**config.mk**
```make
export PLATFORM = sky130hd
export DESIGN_NAME = midi_voice_allocator
export DESIGN_NICKNAME = d
export VERILOG_FILES = /design/src/rtl/midi_voice_allocator_pkg.sv /design/src/rtl/midi_voice_slot.sv /design/src/rtl/midi_voice_allocator.sv
export SDC_FILE = /design/constraint.sdc
export NUM_CORES = 1
export LEC_CHECK = 0
export CAP_MARGIN = 40
export CORE_ASPECT_RATIO = 2
export CORE_UTILIZATION = 45
export DETAILED_ROUTE_END_ITERATION = 16
export GPL_TIMING_DRIVEN = 0
export PLACE_DENSITY_LB_ADDON = 0.2
export SYNTH_ARGS = -nofsm -noshare
export SYNTH_HDL_FRONTEND = slang
export SYNTH_SLANG_ARGS = --single-unit
export TNS_END_PERCENT = 20
```
**constraint.sdc**
```tcl
create_clock -name iCLK -period 2.7 [get_ports iCLK]
set_input_delay 0.54 -clock iCLK [delete_from_list [all_inputs] [get_ports iCLK]]
set_output_delay 0.54 -clock iCLK [all_outputs]
set_load 0.01 [all_outputs]
```
**src/rtl/midi_voice_allocator_pkg.sv**
```systemverilog
// midi_voice_allocator_pkg: shared FSM encoding and note width for the voice allocator
package midi_voice_allocator_pkg;
  localparam int note_w = 7;
  typedef enum logic [1:0] {IDLE, SCAN, ASSIGN, RELEASE} state_t;
endpackage

```
**src/rtl/midi_voice_slot.sv**
```systemverilog
// midi_voice_slot: one voice's note, gate and saturating age
module midi_voice_slot
  import midi_voice_allocator_pkg::*;
#(
  parameter int age_bits = 8
) (
  input  logic                clk,
  input  logic                rst,
  input  logic                wr,
  input  logic                clr,
  input  logic                inc,
  input  logic [note_w-1:0]   note_in,
  output logic [note_w-1:0]   note,
  output logic                gate,
  output logic [age_bits-1:0] age
);
  // a write (re)starts the voice; otherwise release gate and age active voices
  always_ff @(posedge clk) begin
    if (rst) begin
      note <= '0;
      gate <= 1'b0;
      age  <= '0;
    end else if (wr) begin
      note <= note_in;
      gate <= 1'b1;
      age  <= '0;
    end else begin
      if (clr) gate <= 1'b0;
      if (inc && gate && age != '1) age <= age + 1'b1;
    end
  end
endmodule

```
**src/rtl/midi_voice_allocator.sv**
```systemverilog
// midi_voice_allocator: assigns NoteOn/NoteOff events to voices with retrigger, free-pick and oldest-steal
module midi_voice_allocator
  import midi_voice_allocator_pkg::*;
#(
  parameter int pChannel = 4,
  parameter int pAgeBits = 8
) (
  input  logic                       iCLK,
  input  logic                       iRST,
  input  logic [note_w-1:0]          iNoteNumber,
  input  logic                       iNoteOn,
  input  logic                       iNoteOff,
  output logic                       oReady,
  output logic [pChannel*note_w-1:0] oNoteNumber,
  output logic [pChannel-1:0]        oNoteOn,
  output logic                       oSteal,
  output logic                       oDrop
);
  localparam int IW = $clog2(pChannel);
  state_t state, nxt;
  logic [IW-1:0] idx, m_idx, f_idx, o_idx, target;
  logic m_found, f_found, accept;
  logic [pAgeBits-1:0] o_age;
  logic [note_w-1:0] note_l;
  logic [note_w-1:0] note_a [pChannel];
  logic [pAgeBits-1:0] age_a [pChannel];
  assign oReady = state == IDLE;
  assign accept = oReady && (iNoteOn || iNoteOff);
  assign target = m_found ? m_idx : f_found ? f_idx : o_idx;
  // next state: NoteOff wins over NoteOn; scan walks every voice once
  always_comb begin
    nxt = state == IDLE ? (iNoteOff ? RELEASE : iNoteOn ? SCAN : IDLE) :
          state == SCAN ? (idx == IW'(pChannel - 1) ? ASSIGN : SCAN) : IDLE;
  end
  // state register
  always_ff @(posedge iCLK) begin
    state <= iRST ? IDLE : nxt;
  end
  // event latch, per-voice scan bookkeeping and status pulses
  always_ff @(posedge iCLK) begin
    if (iRST) begin
      idx     <= '0;
      m_idx   <= '0;
      f_idx   <= '0;
      o_idx   <= '0;
      m_found <= 1'b0;
      f_found <= 1'b0;
      o_age   <= '0;
      note_l  <= '0;
      oSteal  <= 1'b0;
      oDrop   <= 1'b0;
    end else begin
      oSteal <= state == ASSIGN && !m_found && !f_found;
      oDrop  <= (iNoteOn || iNoteOff) && (!oReady || (iNoteOn && iNoteOff));
      if (accept) begin
        note_l  <= iNoteNumber;
        idx     <= '0;
        m_found <= 1'b0;
        f_found <= 1'b0;
        o_idx   <= '0;
        o_age   <= '0;
      end else if (state == SCAN) begin
        idx <= idx + 1'b1;
        if (!m_found && oNoteOn[idx] && note_a[idx] == note_l) begin
          m_found <= 1'b1;
          m_idx   <= idx;
        end
        if (!f_found && !oNoteOn[idx]) begin
          f_found <= 1'b1;
          f_idx   <= idx;
        end
        if (oNoteOn[idx] && age_a[idx] > o_age) begin
          o_idx <= idx;
          o_age <= age_a[idx];
        end
      end
    end
  end
  for (genvar x = 0; x < pChannel; x++) begin : g_slot
    midi_voice_slot #(.age_bits(pAgeBits)) u_slot (
      .clk    (iCLK),
      .rst    (iRST),
      .wr     (state == ASSIGN && target == IW'(x)),
      .clr    (state == RELEASE && note_a[x] == note_l),
      .inc    (state == ASSIGN),
      .note_in(note_l),
      .note   (note_a[x]),
      .gate   (oNoteOn[x]),
      .age    (age_a[x])
    );
    assign oNoteNumber[note_w*x +: note_w] = note_a[x];
  end
endmodule

```
==> results.yml, run 1 <==
sta:
  period_needed_ns: 2.72
  setup_viol: 2
  finalMaxSlewViolations: 0
  relSlewSlack: 0.402
  worst_pin_slew_ns: 0.883
  skew_ns: 0.00454
  timing.fmax_mhz: 367
  fin_crit_sh: 1.01
  rsz0062_at_grt: "false"
  timing.final.ws_setup_ns: -0.0222
  finalHoldViolations: 0
logic_synthesis:
  yosysMostFrequentCell: "dfxtp_1"
  ys_types: 42
  syn_inst: 525
  async_reset_ff_frac: 0
  yosys-top-cells-area: "dfxtp_1, mux2i_1, nor2_1, xnor2_1, nand2_1"
  yosysWarnings: 0
  synth.avg_cell_area_um2: 9.15
  synthFlopType: "dfxtp_1"
  synth.cell_area_um2: 4800
  seq_area_frac_synth: 0.388
  syn_nets: 549
  yosys.area.top_type: "dfxtp_1"
  synth-edff-count: 0
  ys_ff_latch: 93
  synthTopCellsByCount: "dfxtp_1, nor2_1, nand2_1"
  synth_top_area_share: 0.388
cts:
  cts_tree: "done"
  hold_buffers: 0
  clock_sinks: 93
  clock_latency_ns: 0.35
  htree_levels: 3
  cts_made_buffers: 9
  cts_buffer_depth: 2
  clkSlewWorstSetupHoldPaths_ns: 0.07
  ctsRootBufferMaster: "clkbuf_16"
floorplan:
  dieArea_um2: 11100
  placement_rows: 53
  die_x_um: 75.1
  start_util: 0.461
  die_y_um: 148
  core-area_um2: 10400
  ios: 46
layout:
  multi_input_area_um2: 2650
  seq_area_um2: 1870
  fin_area_um2: 5820
  drive_above_1_share: 0.110
  fillers: 966
  synthToLayoutAreaGrowth_pct: 21.1
  diodes: 0
  nets: 611
worst_hold_path:
  hp-class: "register to register"
power_and_ir_drop:
  p_leak_uw: 0.00212
  irDropWorstVdd_mv: 0.379
  cellPowerDensity_nw_per_um2: 534
  power_uw: 3110
route:
  drt_first_pass_iters: 4
  remaining_drc_errors: 0
  met1_length_um: 4380
  wl_per_cell_um: 16.9
  wl_met2_um: 6820
  first_iter_violations: 182
  drt-total-wl_um: 12300
  routed_via_density: 5.31
  route.vias.total: 3870
  dr_wl_met3_um: 387
  highest_layer: "met4"
  antenna_left: 0
global_routing:
  antenna_found_initial: 0
  gr-total-overflow: 0
  grt_max_degree: 17
  grt_pass1_wl_um: 19100
  grt_pass1_vias: 3758
  gr-usage-all-layers: 0.237
setup_path:
  crit_fanout: 10
  required_ns: 2.95
  critPathCaptureType: "register"
  arrival_ns: 2.97
  crit_path_start_kind: "register"
  critPathKind: "register to register"
job:
  drv_cap: 0
run_status:
  violations: "negative setup slack"
  status: "complete, but fails checks"
placement:
  portBuffers: 44
  gp_congestion: 0.922
  placed_area_um2: 5420
  hpwl_um: 9490
worst paths after layout:
check,start,end,slack [ns],cells after the start
hold / removal,o_age[6],o_age[6],0.45,2
setup / recovery,note_l[3],m_idx[0],-0.02,7
setup reg to reg,note_l[3],m_idx[0],-0.02,7
hold reg to reg,o_age[6],o_age[6],0.45,2
layout make-up:
class / count / share of cell area
plain buffers: 33 / 0.0398
well taps: 137 / 0.0295
flip-flops and latches: 93 / 0.321
clock buffers: 9 / 0.0387
multi-input cells: 380 / 0.455
inverters: 18 / 0.0116
repair buffers: 52 / 0.0882
clock inverters: 7 / 0.0168
cell families after synthesis:
| logic type | Yosys count | share of synthesized area |
|---|---|---|
| simple gates | 204 | 0.188 |
| flops | 93 | 0.388 |
| mux | 60 | 0.163 |
| xor+xnor | 56 | 0.102 |
| buf+inv | 52 | 0.0615 |
| compound gates | 47 | 0.0643 |
| fa+ha+maj | 13 | 0.0339 |
power by group:
part	switching [µW]	leakage [µW]	internal (µW)
combinational	181	0.00121	132
clock	567	0.000152	816
sequential	17.5	0.000752	1390
total	766	0.00212	2340
cell usage in the layout (no fill, tap or decap), drive strengths merged, types with 13 or more instances in the layout:
master / synthesis / routed
a21oi: 22 / 22
nor3: 13 / 13
xnor2: 33 / 33
mux4: 13 / 13
nand2: 57 / 57
clkdlybuf4s50: 0 / 44
clkbuf: 17 / 25
nor2: 86 / 86
mux2i: 47 / 47
ha: 13 / 13
buf: 17 / 25
nand3: 15 / 15
xor2: 23 / 23
dfxtp: 93 / 93
inv: 18 / 20
what timing repair did:
item | CTS | global route
buffers inserted | 4 | 3
setup endpoints to repair | 10 | 10
resized for setup | 3 | 3
per-stage QoR:
| step | std cells | TNS, ns | setup WS [ns] | utilization | hold slack, ns |
|---|---|---|---|---|---|
| after floorplan | 525 | 0 | 0.00368 | - | 0.434 |
| after global placement | 706 | -3.30 | -0.333 | 0.520 | 0.442 |
| after detailed placement | 707 | -3.92 | -0.396 | 0.521 | 0.449 |
| after CTS | 726 | 0 | 0.0176 | 0.556 | 0.458 |
| after global routing | 729 | 0 | 0.0386 | 0.559 | 0.472 |
| final | 729 | -0.0362 | -0.0222 | 0.559 | 0.454 |
state kept, by name (all words and copies together) (netlist names), 2 cells and up:
signal and count:
o_age 8, idx 2, o_idx 2, note_l 7, f_idx 2, m_idx 2
g_slot.u_slot.gate 4, state 2, g_slot.u_slot.note 28, g_slot.u_slot.age 32
critical path, cell delays in order (launching register included):
cell,delay (ns)
dfxtp_1,0.43
buf_2,0.30
nand2_1,0.10
a2111oi_0,0.80
o21ai_0,0.33
a211oi_4,0.36
mux2i_1,0.23
nor2_1,0.05
per-layer routing:
metal  vias up  track usage
met2       101        0.433
met4         0        0.161
li1       1898            -
met5         -            0
met3        40       0.0427
met1      1831        0.228
No activity file was read; power rests on OpenSTA's default activity.
==> run 2: changes to the inputs <==
--- a/config.mk
+++ b/config.mk
@@ -7,7 +7,7 @@
 export LEC_CHECK = 0
 export CAP_MARGIN = 40
 export CORE_ASPECT_RATIO = 2
-export CORE_UTILIZATION = 45
+export CORE_UTILIZATION = 52
 export DETAILED_ROUTE_END_ITERATION = 16
 export GPL_TIMING_DRIVEN = 0
 export PLACE_DENSITY_LB_ADDON = 0.2
==> run 2 against run 1 <==
The run now ends clean. Power increased by 1.1%. Die area shrank 13%. Cell area fell by 1.2%. Sequential power hardly changed. Clock skew grew 0.0030 ns. First-iteration DRC count up 6.0%. Maximum frequency rose by 5.6%. Worst setup slack better by 0.14 ns. Cell count is 5.3% lower. Sequential share of layout area is 0.40 points higher. Clock power rose by 4%. Critical path depth is 3 higher. Critical endpoint is now o_age[1]. Largest cell class unchanged. Largest power group is now the clock network. Highest routed layer unchanged.
==> results.yml, run 2 (synthesized netlist as in run 1, its figures left out) <==
power_and_ir_drop:
  p_leak_uw: 0.00210
  irDropWorstVdd_mv: 0.457
  cellPowerDensity_nw_per_um2: 546
setup_path:
  startpoint: "idx[0]"
  arrival_ns: 2.80
  crit_fanout: 10
  setup.worst_path.end: "o_age[1]"
  reg2regPathDepth: 10
  r2r_end: "o_age[1]"
  critPathCaptureType: "register"
  critPathKind: "register to register"
  reg2reg_slack_ns: 0.12
  required_ns: 2.92
  crit_path_start_kind: "register"
  crit-reg2reg-launch: "idx[0]"
route:
  first_iter_violations: 193
  drt_first_pass_iters: 4
  remaining_drc_errors: 0
  wl_per_cell_um: 17.5
  route.vias.total: 3888
  drt-total-wl_um: 12000
  routed_via_density: 5.63
  antenna_left: 0
cts:
  clock_latency_ns: 0.34
  cts_made_buffers: 9
  clock_sinks: 93
  clkSlewWorstSetupHoldPaths_ns: 0.07
  htree_levels: 3
  cts_tree: "done"
  ctsRootBufferMaster: "clkbuf_16"
  hold_buffers: 0
  cts_buffer_depth: 2
sta:
  timing.final.ws_setup_ns: 0.122
  timing.fmax_mhz: 388
  relSlewSlack: 0.387
  skew_ns: 0.00754
  period_needed_ns: 2.58
  setup_viol: 0
  fin_crit_sh: 0.955
  finalHoldViolations: 0
  whs_ns: 0.459
  rsz0062_at_grt: "false"
  finalMaxSlewViolations: 0
  worst_pin_slew_ns: 0.914
worst_hold_path:
  hp-class: "register to register"
placement:
  portBuffers: 44
  hpwl_um: 9090
  post-place-ws_ns: -0.381
  gp_congestion: 0.953
layout:
  synthToLayoutAreaGrowth_pct: 19.6
  final_cell_mix: "dfxtp_1, nor2_1, nand2_1, mux2i_1, clkdlybuf4s50_1"
  nets: 608
  fillers: 745
  largest_reg_flops: 32
  layout_commonest_cell: "dfxtp_1"
  largest_register: "g_slot.u_slot.age"
  reg_top3: "g_slot.u_slot.age x32, g_slot.u_slot.note x28, o_age x8"
  diodes: 0
  drive_above_1_share: 0.100
run_status:
  status: "completed"
global_routing:
  gr-usage-all-layers: 0.260
  grt_max_degree: 15
  gr-total-overflow: 0
  grt_pass1_vias: 3945
  grt_pass1_wl_um: 19200
  antenna_found_initial: 0
floorplan:
  die_y_um: 138
  dieArea_um2: 9650
  placement_rows: 49
  core-area_um2: 8950
  start_util: 0.537
  ios: 46
  die_x_um: 70.0
job:
  drv_cap: 0
run 2: per-layer routing:
metal | global-route usage | vias to the layer above | routed length (µm)
li1 | - | 1897 | -
met1 | 0.240 | 1851 | 4350
met2 | 0.517 | 97 | 6650
met3 | 0.0305 | 43 | 288
met4 | 0.177 | 0 | 750
met5 | 0 | - | 0
run 2: what timing repair did:
item	4_1_cts	5_1_grt
setup buffers	4	1
endpoints found under the setup margin	10	10
gates resized for setup	3	3
run 2: worst min path at each step:
stage | slack [ns] | end | startpoint | depth (start not counted)
2_1_floorplan | 0.43 | o_idx[0] | o_idx[0] | 2
3_3_place_gp | 0.44 | o_age[3] | o_age[3] | 2
3_5_place_dp | 0.45 | o_idx[1] | o_idx[1] | 2
4_1_cts | 0.46 | o_age[6] | o_age[6] | 2
5_1_grt | 0.49 | o_age[7] | o_age[7] | 2
6_report | 0.46 | o_age[6] | o_age[6] | 2
run 2: area by class of cell:
type                            instances  area [µm²]  share of cell area
Buffer                                 33         231              0.0403
Tap cell                              102         128              0.0222
Multi-Input combinational cell        380        2650               0.460
Sequential cell                        93        1870               0.325
Timing Repair Buffer                   49         478              0.0832
Inverter                               18        67.6              0.0118
Clock buffer                           11         233              0.0405
Clock inverter                          4        97.6              0.0170
run 2: critical path: stages, from the launching register on:
cell,delay [ns]
dfxtp_4,0.39
clkbuf_16,0.14
buf_4,0.15
mux4_2,0.57
ha_1,0.32
a21o_1,0.18
a21oi_1,0.13
nor2b_1,0.06
o31a_1,0.24
buf_6,0.16
mux2i_1,0.12
run 2: power by group:
part	switching (µW)	internal (µW)	total, µW
Clock	525	901	1430
Sequential	17.1	1390	1410
Combinational	177	128	305
Total	719	2420	3140
run 2: per-stage QoR:
step | utilization | total power [µW] | setup TNS (ns) | cells | instance area, µm²
4_1_cts | 0.640 | 3140 | 0 | 689 | 5730
6_report | 0.642 | 3140 | 0 | 690 | 5750
5_1_grt | 0.642 | 3230 | 0 | 690 | 5750
3_5_place_dp | 0.600 | 1740 | -3.74 | 671 | 5370
3_3_place_gp | 0.600 | 1730 | -3.20 | 671 | 5370
2_1_floorplan | - | 1640 | 0 | 525 | 4800
==> run 3: changes to the inputs <==
--- a/config.mk
+++ b/config.mk
@@ -7,7 +7,7 @@
 export LEC_CHECK = 0
 export CAP_MARGIN = 40
 export CORE_ASPECT_RATIO = 2
-export CORE_UTILIZATION = 52
+export CORE_UTILIZATION = 33
 export DETAILED_ROUTE_END_ITERATION = 16
 export GPL_TIMING_DRIVEN = 0
 export PLACE_DENSITY_LB_ADDON = 0.2
==> constraint.sdc (replaced) <==
create_clock -name iCLK -period 3.1 [get_ports iCLK]
set_input_delay 0.62 -clock iCLK [delete_from_list [all_inputs] [get_ports iCLK]]
set_output_delay 0.62 -clock iCLK [all_outputs]
set_load 0.01 [all_outputs]
==> run 3 against run 2 <==
Critical path depth unchanged. Routed wire length grew 11%. Hold slack got worse by 0.0032 ns. Cell count is 13% higher. Sequential share of layout area down 0.25 points. Non-clock buffer count down 4. Maximum frequency shrank 9.7%. Count of clock-buffer cells in the layout unchanged. Clock power shrank 20%. Sequential power shrank 13%. Largest power group is now registers. Highest routed layer unchanged.
==> results.yml, run 3 (synthesized netlist as in run 1, its figures left out) <==
run_status:
  status: "completed"
route:
  route.vias.total: 3838
  highest_layer: "met4"
  dr_wl_met3_um: 394
  wl_per_cell_um: 17.2
  remaining_drc_errors: 0
  drt-total-wl_um: 13400
  antenna_left: 0
  wl_met2_um: 7940
  met1_length_um: 4540
  drt_first_pass_iters: 4
  first_iter_violations: 142
  routed_via_density: 4.94
floorplan:
  dieArea_um2: 15100
  placement_rows: 62
  die_y_um: 173
  core-area_um2: 14300
  start_util: 0.337
  ios: 46
  die_x_um: 87.3
layout:
  final_cell_mix: "dfxtp_1, nor2_1, nand2_1, mux2i_1, clkdlybuf4s50_1"
  layout_commonest_cell: "dfxtp_1"
  fillers: 1503
  drive_above_1_share: 0.0974
  largest_register: "g_slot.u_slot.age"
  synthToLayoutAreaGrowth_pct: 20.4
  reg_top3: "g_slot.u_slot.age x32, g_slot.u_slot.note x28, o_age x8"
  largest_reg_flops: 32
  fin_area_um2: 5780
  nets: 604
  diodes: 0
job:
  drv_cap: 0
placement:
  placed_area_um2: 5490
  hpwl_um: 10500
  portBuffers: 44
  gp_congestion: 0.883
sta:
  relSlewSlack: 0.404
  finalHoldViolations: 0
  whs_ns: 0.456
  skew_ns: 0.00688
  worst_pin_slew_ns: 0.881
  period_needed_ns: 2.85
  fin_crit_sh: 0.921
  setup_viol: 0
  finalMaxSlewViolations: 0
  timing.fmax_mhz: 350
  rsz0062_at_grt: "false"
global_routing:
  grt_pass1_wl_um: 21400
  gr-usage-all-layers: 0.192
  grt_pass1_vias: 3923
  antenna_found_initial: 0
  gr-total-overflow: 0
  grt_max_degree: 16
setup_path:
  crit_fanout: 19
  crit_path_start_kind: "register"
  crit_slowest_cell: "mux4_2"
  required_ns: 3.33
  cp_cell_sequence: "clkbuf_8 > mux4_2 > ha_1 > nor2b_1 > o21a_1 > o21ai_0 > a21oi_1 > o31a_1 > clkbuf_4 > mux2i_1"
  slowest_delay_ns: 0.56
  arrival_ns: 3.08
  critPathKind: "register to register"
  critPathCaptureType: "register"
cts:
  clock_latency_ns: 0.35
  ctsRootBufferMaster: "clkbuf_16"
  htree_levels: 3
  cts_made_buffers: 9
  cts_tree: "done"
  clkSlewWorstSetupHoldPaths_ns: 0.07
  clock_sinks: 93
  cts_buffer_depth: 2
worst_hold_path:
  hp-class: "register to register"
power_and_ir_drop:
  irDropWorstVdd_mv: 0.287
  cellPowerDensity_nw_per_um2: 454
  p_leak_uw: 0.00206
-- run 3: path summary, 6_finish.rpt --
check / from / to / slack (ns) / depth (start not counted)
setup / recovery: idx[0] / o_age[6] / 0.25 / 10
hold / removal: o_age[7] / o_age[7] / 0.46 / 2
setup reg to reg: idx[0] / o_age[6] / 0.25 / 10
hold reg to reg: o_age[7] / o_age[7] / 0.46 / 2
-- run 3: through the flow --
step,setup slack [ns],power [µW],TNS (ns),std cells,utilization
3_3_place_gp,-0.0358,1520,-0.321,761,0.384
5_1_grt,0.0718,2720,0,777,0.405
3_5_place_dp,-0.0416,1520,-0.377,762,0.385
2_1_floorplan,0.404,1430,0,525,-
6_report,0.245,2630,0,777,0.405
4_1_cts,0.0326,2650,0,778,0.406
-- run 3: final cells by class --
cell class | count | area, µm² | area share
multi-input combinational | 380 | 2650 | 0.458
inverter | 18 | 67.6 | 0.0117
sequential | 93 | 1860 | 0.322
clock inverter | 5 | 58.8 | 0.0102
clock buffer | 11 | 243 | 0.0420
timing repair buffer | 45 | 448 | 0.0775
buffer | 33 | 216 | 0.0374
tap | 192 | 240 | 0.0415
-- run 3: what timing repair did --
action	4_1_cts	5_1_grt
setup endpoints to repair	10	10
hold buffers	0	0
pin swaps	0	0
resized for setup	1	1
setup buffers	0	0
-- run 3: per-layer routing --
layer / global-route usage / up-vias
met5: 0 / -
met4: 0.0908 / 0
met3: 0.0291 / 30
met2: 0.384 / 96
met1: 0.177 / 1826
li1: - / 1886
-- run 3: power by group --
| group | switching, µW | total [µW] | internal (µW) |
|---|---|---|---|
| Clock | 487 | 1140 | 649 |
| Combinational | 160 | 264 | 104 |
| Sequential | 15.5 | 1230 | 1210 |
| Total | 662 | 2630 | 1970 |
-- run 3: critical path, delay by kind of cell, from the launching register on --
family	cells	cell delay [ns]
AO/OA/AOI/OAI	4	0.70
adder cells (fa/ha/maj)	1	0.30
buffers and inverters	2	0.49
flip-flops	1	0.39
multiplexers	2	0.71
AND/OR/NAND/NOR	1	0.13
